[src/rtl/pio_tctrl.sv]
`timescale 1ns/1ps
// PIO access timing controller: sequences one ATA PIO transfer through the
// address-setup (T1), strobe (T2, IORDY-extended) and end-of-cycle phases.
module pio_tctrl #(
  parameter int unsigned TWIDTH = 8
) (
  input  logic              clk,
  input  logic              nReset,
  input  logic              rst,
  input  logic [TWIDTH-1:0] t1,
  input  logic [TWIDTH-1:0] t2,
  input  logic [TWIDTH-1:0] teoc,
  input  logic              go,
  input  logic              we,
  input  logic              iordy,
  output logic              busy,
  output logic              dior,
  output logic              diow,
  output logic              oe,
  output logic              store,
  output logic              done
);

  typedef enum logic [1:0] {
    ST_IDLE = 2'd0,
    ST_T1   = 2'd1,
    ST_T2   = 2'd2,
    ST_TEOC = 2'd3
  } state_e;

  state_e            state_q, state_d;
  logic [TWIDTH-1:0] cnt_q, cnt_d;
  logic [TWIDTH-1:0] t2_q, t2_d;
  logic [TWIDTH-1:0] teoc_q, teoc_d;
  logic              we_q, we_d;
  logic              busy_q, busy_d;
  logic              dior_q, dior_d;
  logic              diow_q, diow_d;
  logic              oe_q, oe_d;
  logic              cnt_zero;

  assign cnt_zero = (cnt_q == '0);

  // Next state, phase counter and access-parameter latches
  always_comb begin
    state_d = state_q;
    cnt_d   = cnt_q;
    t2_d    = t2_q;
    teoc_d  = teoc_q;
    we_d    = we_q;

    unique case (state_q)
      ST_IDLE: begin
        if (go) begin
          state_d = ST_T1;
          cnt_d   = t1;
          we_d    = we;
          t2_d    = t2;
          teoc_d  = teoc;
        end
      end
      ST_T1: begin
        if (cnt_zero) begin
          state_d = ST_T2;
          cnt_d   = t2_q;
        end else begin
          cnt_d = cnt_q - TWIDTH'(1);
        end
      end
      ST_T2: begin
        // At terminal count the counter parks at zero until IORDY arrives
        if (!cnt_zero) begin
          cnt_d = cnt_q - TWIDTH'(1);
        end else if (iordy) begin
          state_d = ST_TEOC;
          cnt_d   = teoc_q;
        end
      end
      ST_TEOC: begin
        if (cnt_zero) begin
          state_d = ST_IDLE;
        end else begin
          cnt_d = cnt_q - TWIDTH'(1);
        end
      end
      default: state_d = ST_IDLE;
    endcase

    if (rst) begin
      state_d = ST_IDLE;
      cnt_d   = '0;
      t2_d    = '0;
      teoc_d  = '0;
      we_d    = 1'b0;
    end
  end

  // Strobe/enable outputs are decoded from the next state so they line up with it
  always_comb begin
    busy_d = (state_d != ST_IDLE);
    oe_d   = busy_d & we_d;
    dior_d = (state_d == ST_T2) & ~we_d;
    diow_d = (state_d == ST_T2) & we_d;
  end

  always_ff @(posedge clk or negedge nReset) begin
    if (!nReset) begin
      state_q <= ST_IDLE;
      cnt_q   <= '0;
      t2_q    <= '0;
      teoc_q  <= '0;
      we_q    <= 1'b0;
      busy_q  <= 1'b0;
      dior_q  <= 1'b0;
      diow_q  <= 1'b0;
      oe_q    <= 1'b0;
    end else begin
      state_q <= state_d;
      cnt_q   <= cnt_d;
      t2_q    <= t2_d;
      teoc_q  <= teoc_d;
      we_q    <= we_d;
      busy_q  <= busy_d;
      dior_q  <= dior_d;
      diow_q  <= diow_d;
      oe_q    <= oe_d;
    end
  end

  assign busy = busy_q;
  assign dior = dior_q;
  assign diow = diow_q;
  assign oe   = oe_q;

  // A synchronously aborted access must not emit its capture or completion pulse
  assign store = ~rst & (state_q == ST_T2) & cnt_zero & iordy & ~we_q;
  assign done  = ~rst & (state_q == ST_TEOC) & cnt_zero;

endmodule

[config.mk]
export PLATFORM = sky130hd
export DESIGN_NAME = pio_tctrl
export DESIGN_NICKNAME = d
export VERILOG_FILES = /design/src/rtl/pio_tctrl.sv
export SDC_FILE = /design/constraint.sdc
export NUM_CORES = 1
export LEC_CHECK = 0
export ABC_AREA = 0
export CAP_MARGIN = 25
export CORE_ASPECT_RATIO = 0.75
export CORE_MARGIN = 3
export CORE_UTILIZATION = 35
export CTS_BUF_LIST = sky130_fd_sc_hd__clkbuf_16
export DETAILED_ROUTE_END_ITERATION = 6
export GPL_TIMING_DRIVEN = 0
export SLEW_MARGIN = 10
export SYNTH_ARGS = -nofsm -noshare
export SYNTH_HDL_FRONTEND = slang
export SYNTH_SLANG_ARGS = --single-unit
[constraint.sdc]
create_clock -name clk -period 6.1 [get_ports clk]
set_input_delay 1.83 -clock clk [delete_from_list [all_inputs] [get_ports clk]]
set_output_delay 1.83 -clock clk [all_outputs]
set_load 0.005 [all_outputs]
; ---- Word-level counts from Yosys, hierarchy flattened
; Cells that the tools add are included.
[op_classes]
addsub = 1
eq_ne = 7
mux = 23
bitwise_logic = 12
n_reduce_logical = 7
[op_table]
columns = cell, count
row1 = $mux 8, 12
row2 = $pmux 8 s4, 1
row3 = $mux 2, 6
row4 = $and 1x1->1, 9
row5 = $logic_not 8->1, 1
row6 = $pmux 2 s4, 1
row7 = $sub 8x1->8 const B, 1
row8 = $eq 2x2->1 const B, 3
row9 = $ne 3x3->1 const B, 2
row10 = $reduce_bool 2->1, 3
row11 = $ne 4x4->1 const B, 1
row12 = $mux 1, 3
row13 = $not 1->1, 3
row14 = $reduce_and 3->1, 1
row15 = $eq 2x1->1 const B, 1
row16 = $logic_not 2->1, 1
row17 = $reduce_and 2->1, 1
[word_totals]
register_bits = 31
in_bits = 30
out_inout_bits = 6
word_cells = 59

; ---- Longest topological paths before layout
[depth]
word_depth = 6
mapped_depth = 8
mapped_depth_nobuf = 7

; ---- Worst setup path after synthesis
; No wires, ideal clock.
[synth_path]
path_kind = input port to output port
start = input port rst
end = output port store
t_arrival_ns = 2.372
required_ns = 4.270
slack_ns = 1.898
cell_stages = 2
path_buffers = 1
cell_sequence = clkbuf_1 -> nor4b_1
[synth_via]
elab_chain_len = 5
[synth_rtl]
columns = element, line_no
row1 = from (decl), 9  ; input logic rst,
row2 = $not 1->1, 136  ; assign store = ~rst & (state_q == ST_T2) & cnt_zero & iordy & ~we_q;
row3 = $and 1x1->1 (4 in a row), 136
row4 = to (decl), 20  ; output logic store,
; No other way between the ends.

; ---- Worst setup path after layout
; Ends and elaborated chain as after synthesis.

==> flow_metrics.py <==
metrics = {
    "run_status": {
        "status": "finished, final reports clean",
    },
    "sta": {
        "hold_violations": 0,
        "final_max_slew_viol_count": 0,
        "rsz0062_at_grt": "no",
        "clock_skew_ps": 4.84,
        "finalSetupViolCount": 0,
        "max_freq_mhz": 188,
        "slew_headroom_pct": 50.9,
        "period_minus_slack_ps": 5310,
        "worst_slew_pin_slew_ps": 736,
        "setup_tns_ps": 0,
        "post-route-period-util_pct": 87.1,
    },
    "grt": {
        "antenna_found_initial": 0,
        "grt_max_degree": 32,
        "grt_pass1_vias": 1497,
        "overflow": 0,
        "grtUsageTotal_pct": 16.6,
        "grt_pass1_wl_um": 7350,
    },
    "layout": {
        "multiInputGateArea_um2": 842,
        "diodes": 0,
        "register_area_um2": 776,
        "fin_nets": 244,
        "syn_to_final_growth_pct": 32.9,
        "stdcell_area_mm2": 0.00225,
        "final_layout_size_suffix_gt1_share_pct": 11.2,
        "n_fill_cell": 448,
    },
    "pwr": {
        "ir_drop_v": 0.000141,
        "p_leak_uw": 0.000979,
        "p_per_area_mw_per_mm2": 317,
        "design_power_total_uw": 713,
    },
    "floorplanning": {
        "rows": 21,
        "ios": 36,
        "core_area_mm2": 0.00457,
        "dieArea_mm2": 0.00572,
        "die_w_um": 86.3,
        "initial_core_util_pct": 37.1,
        "chipHeight_um": 66.3,
    },
    "clock_network": {
        "clockRootBuffer": "clkbuf_16",
        "cts_tree": "done",
        "clock_sinks": 31,
        "post_cts_resized": 0,
        "clock_path_buffers": 2,
        "path_clk_slew_ps": 50,
        "clock_latency_ps": 270,
        "cts_buffers": 5,
        "postCtsSetupRepairBufs": 0,
        "h-tree-depth": 2,
        "hold_buffers": 0,
    },
    "route": {
        "dr.pass1.iters": 4,
        "num_vias": 1478,
        "via_per_inst": 5.45,
        "drtIter0Drc": 76,
        "wl_per_cell_um": 16.2,
        "wirelength_um": 4380,
        "drc_errors": 0,
        "ant_nets": 0,
    },
    "place": {
        "post-dp-hpwl_um": 3280,
        "dpl_cell_area_mm2": 0.00211,
        "gp_congestion": 0.894,
        "numPortBuffers": 35,
    },
    "synth": {
        "netlist_area_mm2": 0.00169,
        "ys_warn_count": 0,
        "synth_compound_area_share_pct": 27.7,
        "netlist_instances": 171,
        "yosysTopAreaCell": "dfrtp_1",
        "synth-simple-area-share_pct": 17.9,
        "yosysSeqAreaShare_pct": 45.8,
        "synth-edff-count": 0,
        "synth_ff_type": "dfrtp_1",
        "synthTopCellsByArea": "dfrtp_1 46%, a22o_1 9.8%, a21oi_1 5.6%, nand2_1 3.3%, nor2_1 2.9%",
        "synth-seq-cells": 31,
        "synthAdderAreaFrac_pct": 1.40,
        "syn_nets": 202,
        "synthXorXnorAreaFrac_pct": 2.07,
        "synthMuxAreaShare_pct": 0.591,
        "netlist.area_leader.share_pct": 45.8,
        "synth_top_family_by_area": "compound AO/OA/AOI/OAI gates",
        "async_flop_share_pct": 100,
        "ys_types": 42,
        "synth.avg_cell_area_um2": 9.91,
    },
    "worst_setup_path": {
        "rrSetupSlack_ps": 3950,
        "rr_startpoint": "cnt_q[0]",
        "path_cells": "clkdlybuf4s50_1, clkbuf_1, nor4b_1, clkdlybuf4s50_1",
        "critPathArrivalTime_ps": 3480,
        "crit_fanout": 10,
        "crit_path_top_delay_cell": "clkdlybuf4s50_1",
        "path_class": "input port to primary output",
        "critPathMostFrequentCell": "clkdlybuf4s50_1",
        "crit_family": "buffers and inverters",
        "crit_buf_inv": 3,
        "startpoint_type": "input port",
        "startpoint": "rst",
        "cp.required_ps": 4270,
        "end_kind": "primary output",
        "max_stage_delay_ps": 570,
    },
    "min_path": {
        "hp-class": "flop to flop",
        "min_from": "t2_q[6]",
    },
    "job": {
        "cap_viol_max_count": 0,
    },
}
[layout by cell type, fill, tap and decap left out, types with 2 or more instances in the layout]
cell,n
buf_2,5
a22o_1,19
clkbuf_16,5
xnor2_1,2
a22oi_1,2
nand2_1,15
or4_4,2
a32o_1,2
nor3_1,3
a221oi_1,2
a211oi_1,5
nor2_1,13
dfrtp_1,31
o31ai_1,5
nor2b_1,2
clkbuf_1,6
nand3_1,6
a21o_1,2
clkdlybuf4s50_1,34
o21ai_0,2
xor2_1,2
a21oi_1,19
inv_1,7
[path summary, 6_finish.rpt]
path | depth (start not counted) | endpoint
min in group asynchronous | 1 | teoc_q[0]
hold reg to reg | 1 | t2_q[6]
setup reg to reg | 7 | cnt_q[2]
setup / recovery | 4 | store
max in group asynchronous | 1 | teoc_q[4]
hold / removal | 1 | t2_q[6]
[metrics by stage]
stage          util (%)  worst slack (ps)  cells  hold WS (ps)
6_report           49.3               785    271           495
3_5_place_dp       46.2               805    263           490
5_1_grt            49.3               758    271           511
3_3_place_gp       46.3               882    263           485
4_1_cts            49.3               792    271           502
2_1_floorplan         -              1900    171           465
[registers in the layout, summed over array words and instances (netlist names)]
register  flops
dior          1
busy          1
state_q       2
cnt_q         8
oe            1
we_q          1
t2_q          8
diow          1
teoc_q        8
[final cells by class]
| type | count | area share, % |
|---|---|---|
| plain buffers | 11 | 2.39 |
| clock buffers | 5 | 5.56 |
| clock inverters | 3 | 0.722 |
| inverters | 6 | 1.00 |
| multi-input cells | 123 | 37.4 |
| flip-flops and latches | 31 | 34.4 |
| well taps | 57 | 3.17 |
| repair buffers | 35 | 15.3 |
[cell usage after synthesis (2+ instances only)]
cell type / number
clkbuf_1: 6
a21o_1: 2
a221oi_1: 2
dfrtp_1: 31
a22o_1: 19
a21oi_1: 19
xnor2_1: 2
nand2_1: 15
nor2b_1: 2
buf_2: 4
a211oi_1: 5
xor2_1: 2
inv_1: 6
o21ai_0: 2
a22oi_1: 2
nand3_1: 6
a32o_1: 2
nor3_1: 3
or4_4: 2
o31ai_1: 5
nor2_1: 13
[per-layer routing]
metal	track usage, %	share of wire (%)
met2	22.9	42
met1	25.0	51
met4	4.67	1.1
met3	4.36	6.1
met5	0	0
[power breakdown]
group | switching, µW | internal (µW)
Combinational | 123 | 99.5
Clock | 84.9 | 148
Sequential | 27.0 | 230
Total | 235 | 478
[logic make-up after synthesis]
group                      after synthesis
and+or+nand+nor                         52
buffers and inverters                   17
AOI/OAI and AO/OA                       64
DFF                                     31
xor gates and xnor gates                 4
muxes                                    1
adders and majority gates                2
[worst reg2reg max path, stage by stage (launching register included)]
cell and delay (ps):
dfrtp_1 440, inv_1 90, ha_1 190, nor3b_2 410, nand2_2 170, maj3_2 370, a221oi_1 270, o31ai_1 100
No activity file was read; power rests on OpenSTA's default activity.
